$ cat src/rtl/ring_shift_unit.sv
// Ring shift unit: FIFO-buffered words, each rotated one bit per cycle, then held for the consumer.
// Optional feature macro RING_PARITY_EN adds out_parity (= ^out_data while out_valid is high).
module ring_shift_unit #(
  parameter int WIDTH = 8,
  parameter int DEPTH = 4,
  parameter int CNT_W = 3
) (
  input  logic             clk,
  input  logic             reset_n,
  input  logic             in_valid,
  output logic             in_ready,
  input  logic [WIDTH-1:0] in_data,
  input  logic             in_dir,
  input  logic [CNT_W-1:0] in_steps,
  output logic             out_valid,
  input  logic             out_ready,
  output logic [WIDTH-1:0] out_data,
`ifdef RING_PARITY_EN
  output logic             out_parity,
`endif
  output logic             busy
);

  localparam int AW    = $clog2(DEPTH);
  localparam int ENT_W = 1 + CNT_W + WIDTH;
  localparam logic [AW:0] FULL_CNT = (AW+1)'(DEPTH);

  typedef enum logic [1:0] {IDLE = 2'd0, ROTATE = 2'd1, HOLD = 2'd2} state_e;

  logic [ENT_W-1:0] mem_q [DEPTH];
  logic [ENT_W-1:0] rd_data_q;
  logic [AW-1:0]    wr_ptr_q, rd_ptr_q;
  logic [AW:0]      count_q, count_d;
  logic             head_ok_q;
  logic             wr_en, rd_en;

  state_e           state_q, state_d;
  logic [WIDTH-1:0] work_q, work_d;
  logic [CNT_W-1:0] cnt_q, cnt_d;
  logic             dir_q, dir_d;

  assign in_ready = (count_q != FULL_CNT);
  assign wr_en    = in_valid & in_ready;
  assign rd_en    = (state_q == IDLE) & head_ok_q;

  // Storage array with registered read; no reset so it maps onto block RAM.
  always_ff @(posedge clk) begin
    if (wr_en) mem_q[wr_ptr_q] <= {in_dir, in_steps, in_data};
    rd_data_q <= mem_q[rd_ptr_q];
  end

  always_comb begin
    count_d = count_q;
    case ({wr_en, rd_en})
      2'b10:   count_d = count_q + 1'b1;
      2'b01:   count_d = count_q - 1'b1;
      default: count_d = count_q;
    endcase
  end

  // rd_data_q is trustworthy only if the head entry already existed at the capture
  // edge and the read pointer did not move on that edge.
  always_ff @(posedge clk) begin
    if (!reset_n) begin
      wr_ptr_q  <= '0;
      rd_ptr_q  <= '0;
      count_q   <= '0;
      head_ok_q <= 1'b0;
    end else begin
      if (wr_en) wr_ptr_q <= wr_ptr_q + 1'b1;
      if (rd_en) rd_ptr_q <= rd_ptr_q + 1'b1;
      count_q   <= count_d;
      head_ok_q <= (count_q != '0) & ~rd_en;
    end
  end

  always_comb begin
    state_d = state_q;
    work_d  = work_q;
    cnt_d   = cnt_q;
    dir_d   = dir_q;
    case (state_q)
      IDLE: begin
        if (head_ok_q) begin
          work_d  = rd_data_q[WIDTH-1:0];
          cnt_d   = rd_data_q[WIDTH +: CNT_W];
          dir_d   = rd_data_q[ENT_W-1];
          state_d = (rd_data_q[WIDTH +: CNT_W] == '0) ? HOLD : ROTATE;
        end
      end
      ROTATE: begin
        work_d = dir_q ? {work_q[0], work_q[WIDTH-1:1]}
                       : {work_q[WIDTH-2:0], work_q[WIDTH-1]};
        if (cnt_q != '0) cnt_d = cnt_q - 1'b1;
        if (cnt_q <= 1) state_d = HOLD;
      end
      HOLD: begin
        if (out_ready) state_d = IDLE;
      end
      default: state_d = IDLE;
    endcase
  end

  always_ff @(posedge clk) begin
    if (!reset_n) begin
      state_q <= IDLE;
      work_q  <= '0;
      cnt_q   <= '0;
      dir_q   <= 1'b0;
    end else begin
      state_q <= state_d;
      work_q  <= work_d;
      cnt_q   <= cnt_d;
      dir_q   <= dir_d;
    end
  end

  assign out_valid = (state_q == HOLD);
  assign out_data  = out_valid ? work_q : '0;
  assign busy      = (state_q != IDLE) | (count_q != '0);

`ifdef RING_PARITY_EN
  logic parity_q;
  always_ff @(posedge clk) begin
    if (!reset_n) parity_q <= 1'b0;
    else          parity_q <= (state_d == HOLD) ? ^work_d : 1'b0;
  end
  assign out_parity = parity_q;
`endif

endmodule

$ cat config.mk
export PLATFORM = sky130hd
export DESIGN_NAME = ring_shift_unit
export DESIGN_NICKNAME = d
export VERILOG_FILES = /design/src/rtl/ring_shift_unit.sv
export SDC_FILE = /design/constraint.sdc
export NUM_CORES = 1
export LEC_CHECK = 0
export BUFFER_PORTS_ARGS = -buffer_cell sky130_fd_sc_hd__buf_2
export CAP_MARGIN = 20
export CORE_MARGIN = 2
export CORE_UTILIZATION = 25
export CTS_CLUSTER_DIAMETER = 40
export DETAILED_ROUTE_END_ITERATION = 6
export RECOVER_POWER = 100
export SLEW_MARGIN = 10
export SYNTH_ARGS = -nofsm -noshare
export SYNTH_HDL_FRONTEND = slang
export SYNTH_SLANG_ARGS = --single-unit
$ cat constraint.sdc
create_clock -name clk -period 2.5 [get_ports clk]
set_input_delay 0.125 -clock clk [delete_from_list [all_inputs] [get_ports clk]]
set_output_delay 0.125 -clock clk [all_outputs]
set_load 0.01 [all_outputs]
==> Word-level counts from Yosys, hierarchy flattened <==
Memories as Yosys holds them, arrays and structs flattened. A register that Yosys moved wholly into a read port is not among the register bits.
Cells that the tools add are included.
{ "word_totals": {"regBits": 22, "latch_bits": 0, "ram_bits": 48, "mem_bits_ro": 0, "inputBits": 16, "out_inout_bits": 11, "word_cells": 55, "memories": 1} }
{ "mem_list": {"columns": ["memory", "depth", "width", "rd", "rd_ports_with_merged_regs", "write_ports", "line", "source"], "rows": [
  ["mem_q", 4, 12, 1, 1, 1, "30", "logic [ENT_W-1:0] mem_q [DEPTH];"]
]} }
{ "op_classes": {"n_addsub": 5, "n_mul": 0, "div_mod_pow": 0, "n_lt_le_gt_ge": 1, "n_eq_ne": 9, "n_shift": 0, "muxes": 15, "n_bitwise": 5, "reduce_logical": 11} }
{ "ops": {"columns": ["cell", "n"], "rows": [
  ["two-way mux 8 bit", 3],
  ["one-hot mux 8 bit (2 select lines)", 1],
  ["one-hot mux 3 bit (2 select lines)", 2],
  ["two-way mux 2 bit", 4],
  ["two-way mux 3 bit", 2],
  ["inequality test 2 bit (second input constant)", 3],
  ["one-hot mux 2 bit (3 select lines)", 1],
  ["AND reduction 3 bit", 2],
  ["nonzero test 2 bit", 3],
  ["nonzero test 3 bit", 2],
  ["subtractor 3 x 1 -> 3 bit (second input constant)", 2],
  ["adder 2 x 1 -> 2 bit (second input constant)", 2],
  ["== test 2 x 1 -> 1 bit (second input constant)", 2],
  ["== test 2 bit (second input constant)", 2],
  ["AND reduction 2 bit", 2],
  ["adder 3 x 1 -> 3 bit (second input constant)", 1],
  ["bitwise AND 1 bit", 3],
  ["less-or-equal comparator 3 x 1 -> 1 bit (second input constant)", 1],
  ["zero test 3 bit", 1],
  ["inequality test 3 bit (second input constant)", 1],
  ["zero test 2 bit", 1],
  ["two-way mux 1 bit", 2],
  ["inequality test 2 x 1 -> 1 bit (second input constant)", 1],
  ["inverter 1 bit", 1],
  ["bitwise OR 1 bit", 1]
]} }

==> Depth between registers and ports, before layout <==
Gate-level depths: netlist of the first run.
{ "logic_depth": {"ltp_word": 4, "depth_mapped": 10, "mapped_depth_nobuf": 9} }

==> Least setup slack after synthesis of the first run <==
Ideal clock, no wire load.
{ "synth_path": {"path_kind": "register to register", "startpoint": "register count_q[0]", "endpoint": "register count_q[2]", "setup_ns": 0.070, "arrival_time_ns": 2.120, "t_required_ns": 2.430, "slack_ns": 0.310, "path_stages_with_launch": 10, "n_path_buf": 0, "synth_period_minus_slack_ns": 2.190, "cell_sequence": "dfxtp_1 > or3b_4 > and2_4 > inv_2 > ha_1 > inv_1 > fa_1 > xor2_1 > or3_1 > a21boi_1"} }
{ "synth_via": {"elab_chain_cells": 4, "elab_cells_between_ends": 8, "classes_between": "add/sub (2); eq/ne (3); mux (1); bitwise (1); reduce/logical (1)"} }
{ "synth_lines": {"columns": ["item", "line", "source"], "rows": [
  ["from (decl)", "33", "logic [AW:0] count_q, count_d;"],
  ["from (signal assigned)", "72", "count_q <= count_d;"],
  ["inequality test 3 bit *", "42", "assign in_ready = (count_q != FULL_CNT);"],
  ["via in_ready", "11", "output logic in_ready,"],
  ["bitwise AND 1 bit *", "43", "assign wr_en = in_valid & in_ready;"],
  ["== test 2 x 1 -> 1 bit / == test 2 bit (equally long branches)", "54", "case ({wr_en, rd_en})"],
  ["one-hot mux 3 bit (2 select lines) / nonzero test 2 bit (equally long branches)", null, null]
]} }
The timed path passes the listed nets; every way through them passes the cells marked *.
A chain may end at the register's enable or synchronous reset.

==> Final worst setup path of the first run <==
{ "layout_path": {"startpoint": "register count_q[2]", "endpoint": "register count_q[2]"} }
{ "layout_via": {"elab_chain_cells": 4, "elab_cells_between_ends": 8, "classes_between": "add/sub (2); eq/ne (3); mux (1); bitwise (1); reduce/logical (1)"} }
{ "layout_lines": {"columns": ["item", "line"], "rows": [
  ["inequality test 3 bit", "42"],
  ["bitwise AND 1 bit", "43"],
  ["== test 2 x 1 -> 1 bit / == test 2 bit (equally long branches)", "54"],
  ["one-hot mux 3 bit (2 select lines) / nonzero test 2 bit (equally long branches)", null]
]} }
Parallel ways exist; a longest one is shown, timed or not.

==> impl_results.md, run 1 <==
- Critical path endpoint category: register
- Starting density of the core: about a quarter
- Setup TNS: 0 ps
- Mapped Area: about 3300 um2
- Clock buffer depth: 2
- Worst-path fanout max: 6
- Die width: between 100 and 150 um
- Worst Hold Launch: in_data[3]
- M1 WL: around 3.2 mm
- I/O pin count: 27
- RD Place Congestion: ~0.8
- Launch point of the worst path: count_q[2]
- Num CTS Buffers: 9
- CTS tree: yes
- Worst Skew: about 2.9 ps
- Slew @ Worst Pin: 699 ps
- CP required: ~2800 ps
- Total setup buffers inserted after CTS: 0
- Syn Nets: 263
- Fin crit period: between 2000 and 2500 ps
- Die span in y: ~120 um
- Clock root buffer: clkbuf_16
- GRT Total Usage: roughly a tenth
- Max layer used: met4
- Max Slew Vio Count: 0
- Hold crit path type: in -> reg
- Clock latency on the worst-skew pair: 330 ps
- Post-Route WL: between 6 and 7 mm
- Synth-to-layout area growth: 18.1%
- Drt initial violations: 100
- Asr flop ratio synth: 0%
- Number of flops mapped to enable cells by yosys: 48
- Post-route DRC: 0
- DIE AREA: ~14000 um2
- Vias: roughly 1900
- Largest net degree at the start of global routing: 24
- Startpoint types: register
- Core area: 13100 um2
- Fin crit share: ~92%
- First-pass GRT wire length: between 10 and 15 mm
- CTS sink cnt: 82
- Max Cap Viol: 0
- Top_reg_cell synth: edfxtp_1
- Worst setup path class: reg -> reg
- Number of cells on the worst hold path: 1
- Setup ws final: 194 ps
- Syn avg cell area: roughly 14 um2
- Antenna diodes: 0
- Antenna violations before repair: 0
- Number of global-route vias before repair: between 1500 and 2000
- Final Util: 29.9%
- Number of H-tree levels: 3
- IO Port Bufs: 26
- Setup-failing EPs final: 0
- Hold Path End: mem_q[0][3]
- Clk pin slew, worst setup/hold paths: 60 ps
- Detailed placement HPWL: a little over 4 mm
- Yosys reg bits: 82
- DR WL/cell: ~14 um
- Power per cell area: roughly 1100 nW/um2
- Maximum vdd drop: approximately 0.00042 V
- Run status: complete, no violations
- Vias per cell: about 4.2
- Metal3 WL: roughly 330 um
- Post-synth top area share: 43.6%
- CP arrival: 2570 ps
- Drt pass-1 iters: 4
- Reg2reg setup slack: 190 ps
- Yosys cell types: 40
- Pre-CTS setup slack: roughly 220 ps
- Hold WS: about 57 ps
- Layout cells sized above 1: about 14%
- R2r worst-path depth: 9
- Pleak: approximately 0.0013 uW
- Wire length on met2: approximately 2.7 mm
- Synthesis Warnings: 0
- Routed Antenna Nets: 0
- Max Clk Rate: approximately 0.43 GHz
- Sequential area share after synthesis: ~64%
- R2r endpoint: count_q[2]
- GRT overflow: 0
- RSZ-0062 raised after global routing: no
- Area leader, netlist: edfxtp_1
- Synth area leaders: edfxtp_1 44%, dfxtp_1 21%, mux4_2 8.2%
- Slew margin rel.: a little over half
- Final Hold Vio Count: 0
- FF-to-FF Start: count_q[2]
- Post-layout nets: between 200 and 300
- Cells after Synth: approximately 240
- Site Rows: 42
-- registers in the layout, summed over array words and instances (netlist names) --
name / flops
mem_q: 48
state_q: 2
rd_ptr_q: 2
wr_ptr_q: 2
work_q: 8
head_ok_q: 1
count_q: 3
cnt_q: 3
dir_q: 1
rd_data_q: 12
-- critical path, cell delays in order (launching register included) --
cell and delay, ps:
dfxtp_1 360, or3b_4 430, and2_4 190, inv_2 60
ha_1 170, inv_1 60, fa_1 370, xor2_1 160
or3_1 300, a21boi_1 140
-- synth_stat cells, drive strengths merged, types with 2 or more instances --
cell type,count
a21boi,4
mux2i,9
nand2,12
nor3,2
a21oi,19
inv,10
nand3,2
buf,8
and3,12
and2,7
nor2,13
nand2b,2
o21ai,15
xnor2,4
dfxtp,34
mux4,12
edfxtp,48
ha,8
clkbuf,3
-- layer usage --
layer | vias to the layer above | global-route usage (%)
met5 | - | 0
met4 | 0 | 2.60
met3 | 10 | 4.31
met2 | 37 | 14.2
met1 | 922 | 12.8
li1 | 938 | -
-- cell type report --
cell class	count	area, um2
Clock buffer	9	225
Multi-Input combinational cell	134	1080
Fill cell	1324	9180
Inverter	11	42.5
Sequential cell	82	2120
Clock inverter	7	45.0
Timing Repair Buffer	34	173
Tap cell	176	220
-- cells in the final DEF (no fill, tap or decap), types with 6 or more instances in the layout --
master / instances
o21ai_0: 10
dfxtp_1: 34
nand2_1: 12
ha_1: 8
dlygate4sd3_1: 6
edfxtp_1: 48
inv_1: 7
a21oi_1: 19
clkbuf_16: 9
clkbuf_1: 24
nor2_1: 13
mux2i_1: 9
and3_1: 12
mux4_2: 12
-- cells by family after synthesis --
group,Yosys count,share of synthesized area [%]
flip-flops,82,64.1
AND/OR/NAND/NOR,56,9.11
multiplexers,22,11.2
buffers and inverters,22,2.91
XOR/XNOR,5,1.32
AO/OA/AOI/OAI,42,7.67
adder cells (fa/ha/maj),9,3.63
-- repair_timing --
| action | 4_1_cts | 5_1_grt |
|---|---|---|
| gates resized for setup | 0 | 0 |
| hold buffers | 6 | 0 |
| hold endpoints to repair | 23 | 0 |
-- power breakdown --
part           internal (uW)  switching [uW]
Combinational            544             675
Clock                    668             521
Sequential              1760             257
-- stage by stage --
| step | cell area, um2 | power (uW) | instances |
|---|---|---|---|
| 2_1_floorplan | 3310 | 2960 | 238 |
| 3_3_place_gp | 3620 | 3250 | 431 |
| 3_5_place_dp | 3620 | 3310 | 431 |
| 4_1_cts | 3950 | 4520 | 453 |
| 5_1_grt | 3910 | 4700 | 453 |
| 6_report | 3910 | 4420 | 453 |
-- worst max-delay path by stage --
stage,end,depth (start not counted)
CTS,count_q[2],9
global placement,count_q[2],9
detailed placement,count_q[2],9
global route,count_q[2],9
floorplan,count_q[2],9
finish,count_q[2],9
No activity file was read; power rests on OpenSTA's default activity.
==> run 2: changes to the inputs <==
--- a/config.mk
+++ b/config.mk
@@ -5,12 +5,15 @@
 export SDC_FILE = /design/constraint.sdc
 export NUM_CORES = 1
 export LEC_CHECK = 0
+export ABC_AREA = 1
 export BUFFER_PORTS_ARGS = -buffer_cell sky130_fd_sc_hd__buf_2
 export CAP_MARGIN = 20
 export CORE_MARGIN = 2
 export CORE_UTILIZATION = 25
 export CTS_CLUSTER_DIAMETER = 40
 export DETAILED_ROUTE_END_ITERATION = 6
+export GPL_ROUTABILITY_DRIVEN = 0
+export PLACE_DENSITY_LB_ADDON = 0.15
 export RECOVER_POWER = 100
 export SLEW_MARGIN = 10
 export SYNTH_ARGS = -nofsm -noshare
==> run 2 against run 1 <==
Against the previous run: maximum frequency rose by 12%; wire length rose by 11%; total power fell by 2.3%; worst hold slack improved by 5.9 ps; sequential power fell by 6%; largest cell class unchanged; highest routed layer unchanged.
==> impl_results.md, run 2 <==
- Run status: complete, no violations
- Max Slew Vio Count: 0
- Vias: about 2200
- CP required: ~2700 ps
- DIE AREA: about 14000 um2
- Final Power: about 4300 uW
- Site Rows: 42
- Drt initial violations: roughly 120
- Num CTS Buffers: 9
- Asr flop ratio synth: 0%
- Post_cts resized: 0
- Power per cell area: 1110 nW/um2
- Most frequent cell after synthesis: edfxtp_1
- Post-CTS Hold Buffers: 0
- Sw frac: between 30% and 40%
- Sw power: 1520 uW
- Vias per cell: ~4
- Clock root buffer: clkbuf_16
- Slew margin rel.: between 20 and 30%
- Slew @ Worst Pin: between 1000 and 1500 ps
- Clock buffer depth: 2
- Worst Skew: a little under 6 ps
- Max Clk Rate: around 0.5 GHz
- Number of H-tree levels: 3
- Mapped Area: around 3400 um2
- Synthesis Warnings: 0
- Worst Hold Launch: in_data[5]
- Flop pwr share: 43.5%
- Antenna diodes: 0
- Hold crit path type: in -> reg
- Synth area leaders: edfxtp_1 43%, dfxtp_1 20%, nor2_1 5.1%
- Pint: 2800 uW
- Largest Register: mem_q
- Pleak: around 0.0015 uW
- CP dominant cell by count: nand2_1
- Total setup buffers inserted after CTS: 0
- CTS tree: yes
- Worst path cell trace: clkinv_1, nor2_1, inv_2, nand2_1, nand2_1, o21ai_0, inv_1
- Syn avg cell area: 10.1 um2
- Maximum vdd drop: approximately 0.00031 V
- Critical path endpoint category: register
- Post-route DRC: 0
- Antenna violations before repair: 0
- GRT overflow: 0
- R2r endpoint: work_q[1]
- Worst-path fanout max: 15
- Max Cap Viol: 0
- Clock latency on the worst-skew pair: around 330 ps
- Largest stage delay, worst path: around 790 ps
- Fillers: roughly 1400
- Clk pin slew, worst setup/hold paths: approximately 60 ps
- Hold Path End: mem_q[3][5]
- CP arrival: approximately 2300 ps
- Top_reg_cell synth: edfxtp_1
- Worst setup path class: reg -> reg
- Reg2reg setup slack: 450 ps
- Clk pwr share: around 27%
- Max FFs per register: 48
- Largest net degree at the start of global routing: 26
- Cells after Synth: 334
- Post-synth top area share: a little over two fifths
- Detailed placement HPWL: around 4.5 mm
- Fin crit share: between 80% and 90%
- Drt pass-1 iters: 4
- DR WL/cell: ~13 um
- Die span in y: between 100 and 150 um
- R2r worst-path depth: 7
- Fin crit period: between 2000 and 2500 ps
- Yosys reg bits: 82
- Syn Nets: around 360
- Most frequent cells in the layout: 48 x nor2_1, 48 x edfxtp_1, 44 x nand2_1, 41 x o21ai_0, 40 x inv_1
- Layout cells sized above 1: between 7 and 8%
- Synth-to-layout area growth: 15.4%
- First-pass GRT wire length: approximately 12 mm
- Number of flops mapped to enable cells by yosys: 48
- Commonest cells in the netlist: 48 x edfxtp_1, 46 x nor2_1, 43 x nand2_1
- RSZ-0062 raised after global routing: no
- Area leader, netlist: edfxtp_1
- Regs by FF count: mem_q (48), rd_data_q (12), work_q (8)
- Slowest cell on the critical path: nor2_1
- Launch point of the worst path: state_q[0]
- Yosys cell types: 27
- Routed Antenna Nets: 0
- FF-to-FF Start: state_q[0]
- Die width: 120 um
- Setup TNS: 0 ps
- Number of global-route vias before repair: ~2200
- IO Port Bufs: 26
- Number of cells on the worst hold path: 1
- Setup-failing EPs final: 0
- CTS sink cnt: slightly above 80
- Final Hold Vio Count: 0
- I/O pin count: 27
- Core area: approximately 13000 um2
- Post-Route WL: around 7.1 mm
- Comb pwr share: a little under 30%
- GRT Total Usage: around a tenth
- Startpoint types: register
- Post-layout nets: slightly below 400
- Starting density of the core: 25.5%
- Sequential area share after synthesis: 62.8%
==> run 2: changes by cell type in the layout (fill, tap and decap cells not counted), moves of 4 or more <==
cell	change
o22ai_1	+12
and2_0	-4
nand2_1	+32
dlygate4sd3_1	-6
mux2i_1	-9
nor2_1	+35
o21ai_0	+31
and3_1	-12
xnor2_1	-4
o211ai_1	+8
inv_1	+33
mux4_2	-12
nand3_1	+6
==> run 2: worst max path at each step <==
stage / end / slack, ps / cells past startpoint
5_1_grt: work_q[2] / 220 / 7
6_report: work_q[1] / 450 / 7
3_5_place_dp: count_q[2] / 590 / 11
3_3_place_gp: count_q[2] / 650 / 10
4_1_cts: count_q[2] / 590 / 11
2_1_floorplan: count_q[2] / 680 / 10
==> run 2: layer usage <==
| layer | share of wire, % | routed length (um) | track usage (%) |
|---|---|---|---|
| met5 | 0 | 0 | 0 |
| met4 | 0.86 | 61 | 3.92 |
| met3 | 3.5 | 247 | 2.88 |
| met2 | 45 | 3190 | 17.0 |
| met1 | 50 | 3560 | 13.8 |
==> run 2: layout make-up <==
| cell class | count | area (um2) | area share [%] |
|---|---|---|---|
| sequential | 82 | 2120 | 54.4 |
| multi-input combinational | 196 | 1010 | 25.8 |
| clock buffer | 10 | 229 | 5.87 |
| tap | 176 | 220 | 5.64 |
| inverter | 42 | 158 | 4.04 |
| timing repair buffer | 32 | 133 | 3.40 |
| clock inverter | 6 | 33.8 | 0.866 |
==> run 2: critical path, delay by kind of cell (launching register included) <==
| kind | cells | cell delay (ps) |
|---|---|---|
| AND/OR/NAND/NOR | 3 | 1010 |
| flip-flops | 1 | 390 |
| buffers and inverters | 3 | 390 |
| AO/OA/AOI/OAI | 1 | 150 |
==> run 2: through the flow <==
stage,std cells,area [um2],setup WS (ps),util [%],hold slack [ps]
6_report,544,3900,445,29.5,62.6
5_1_grt,544,3900,221,29.5,55.6
4_1_cts,544,3960,587,29.9,3.00
3_5_place_dp,528,3690,594,27.9,348
3_3_place_gp,528,3690,647,27.9,344
2_1_floorplan,334,3380,678,-,224
==> run 2: power groups by stage <==
stage          logic, uW  clock network [uW]  registers (uW)
2_1_floorplan       1100                   0            1850
3_3_place_gp        1350                   0            1910
3_5_place_dp        1350                   0            1910
4_1_cts             1350                1210            1890
5_1_grt             1500                1250            1910
6_report            1270                1170            1880
==> run 2: cell families (layout without fill, tap and decap cells) <==
group / after synthesis / in the layout / share of synthesized area, %
AOI/OAI and AO/OA: 79 / 79 / 12.8
adders and majority gates: 9 / 9 / 3.55
buffers and inverters: 56 / 90 / 7.11
DFF: 82 / 82 / 62.8
and+or+nand+nor: 108 / 108 / 13.7
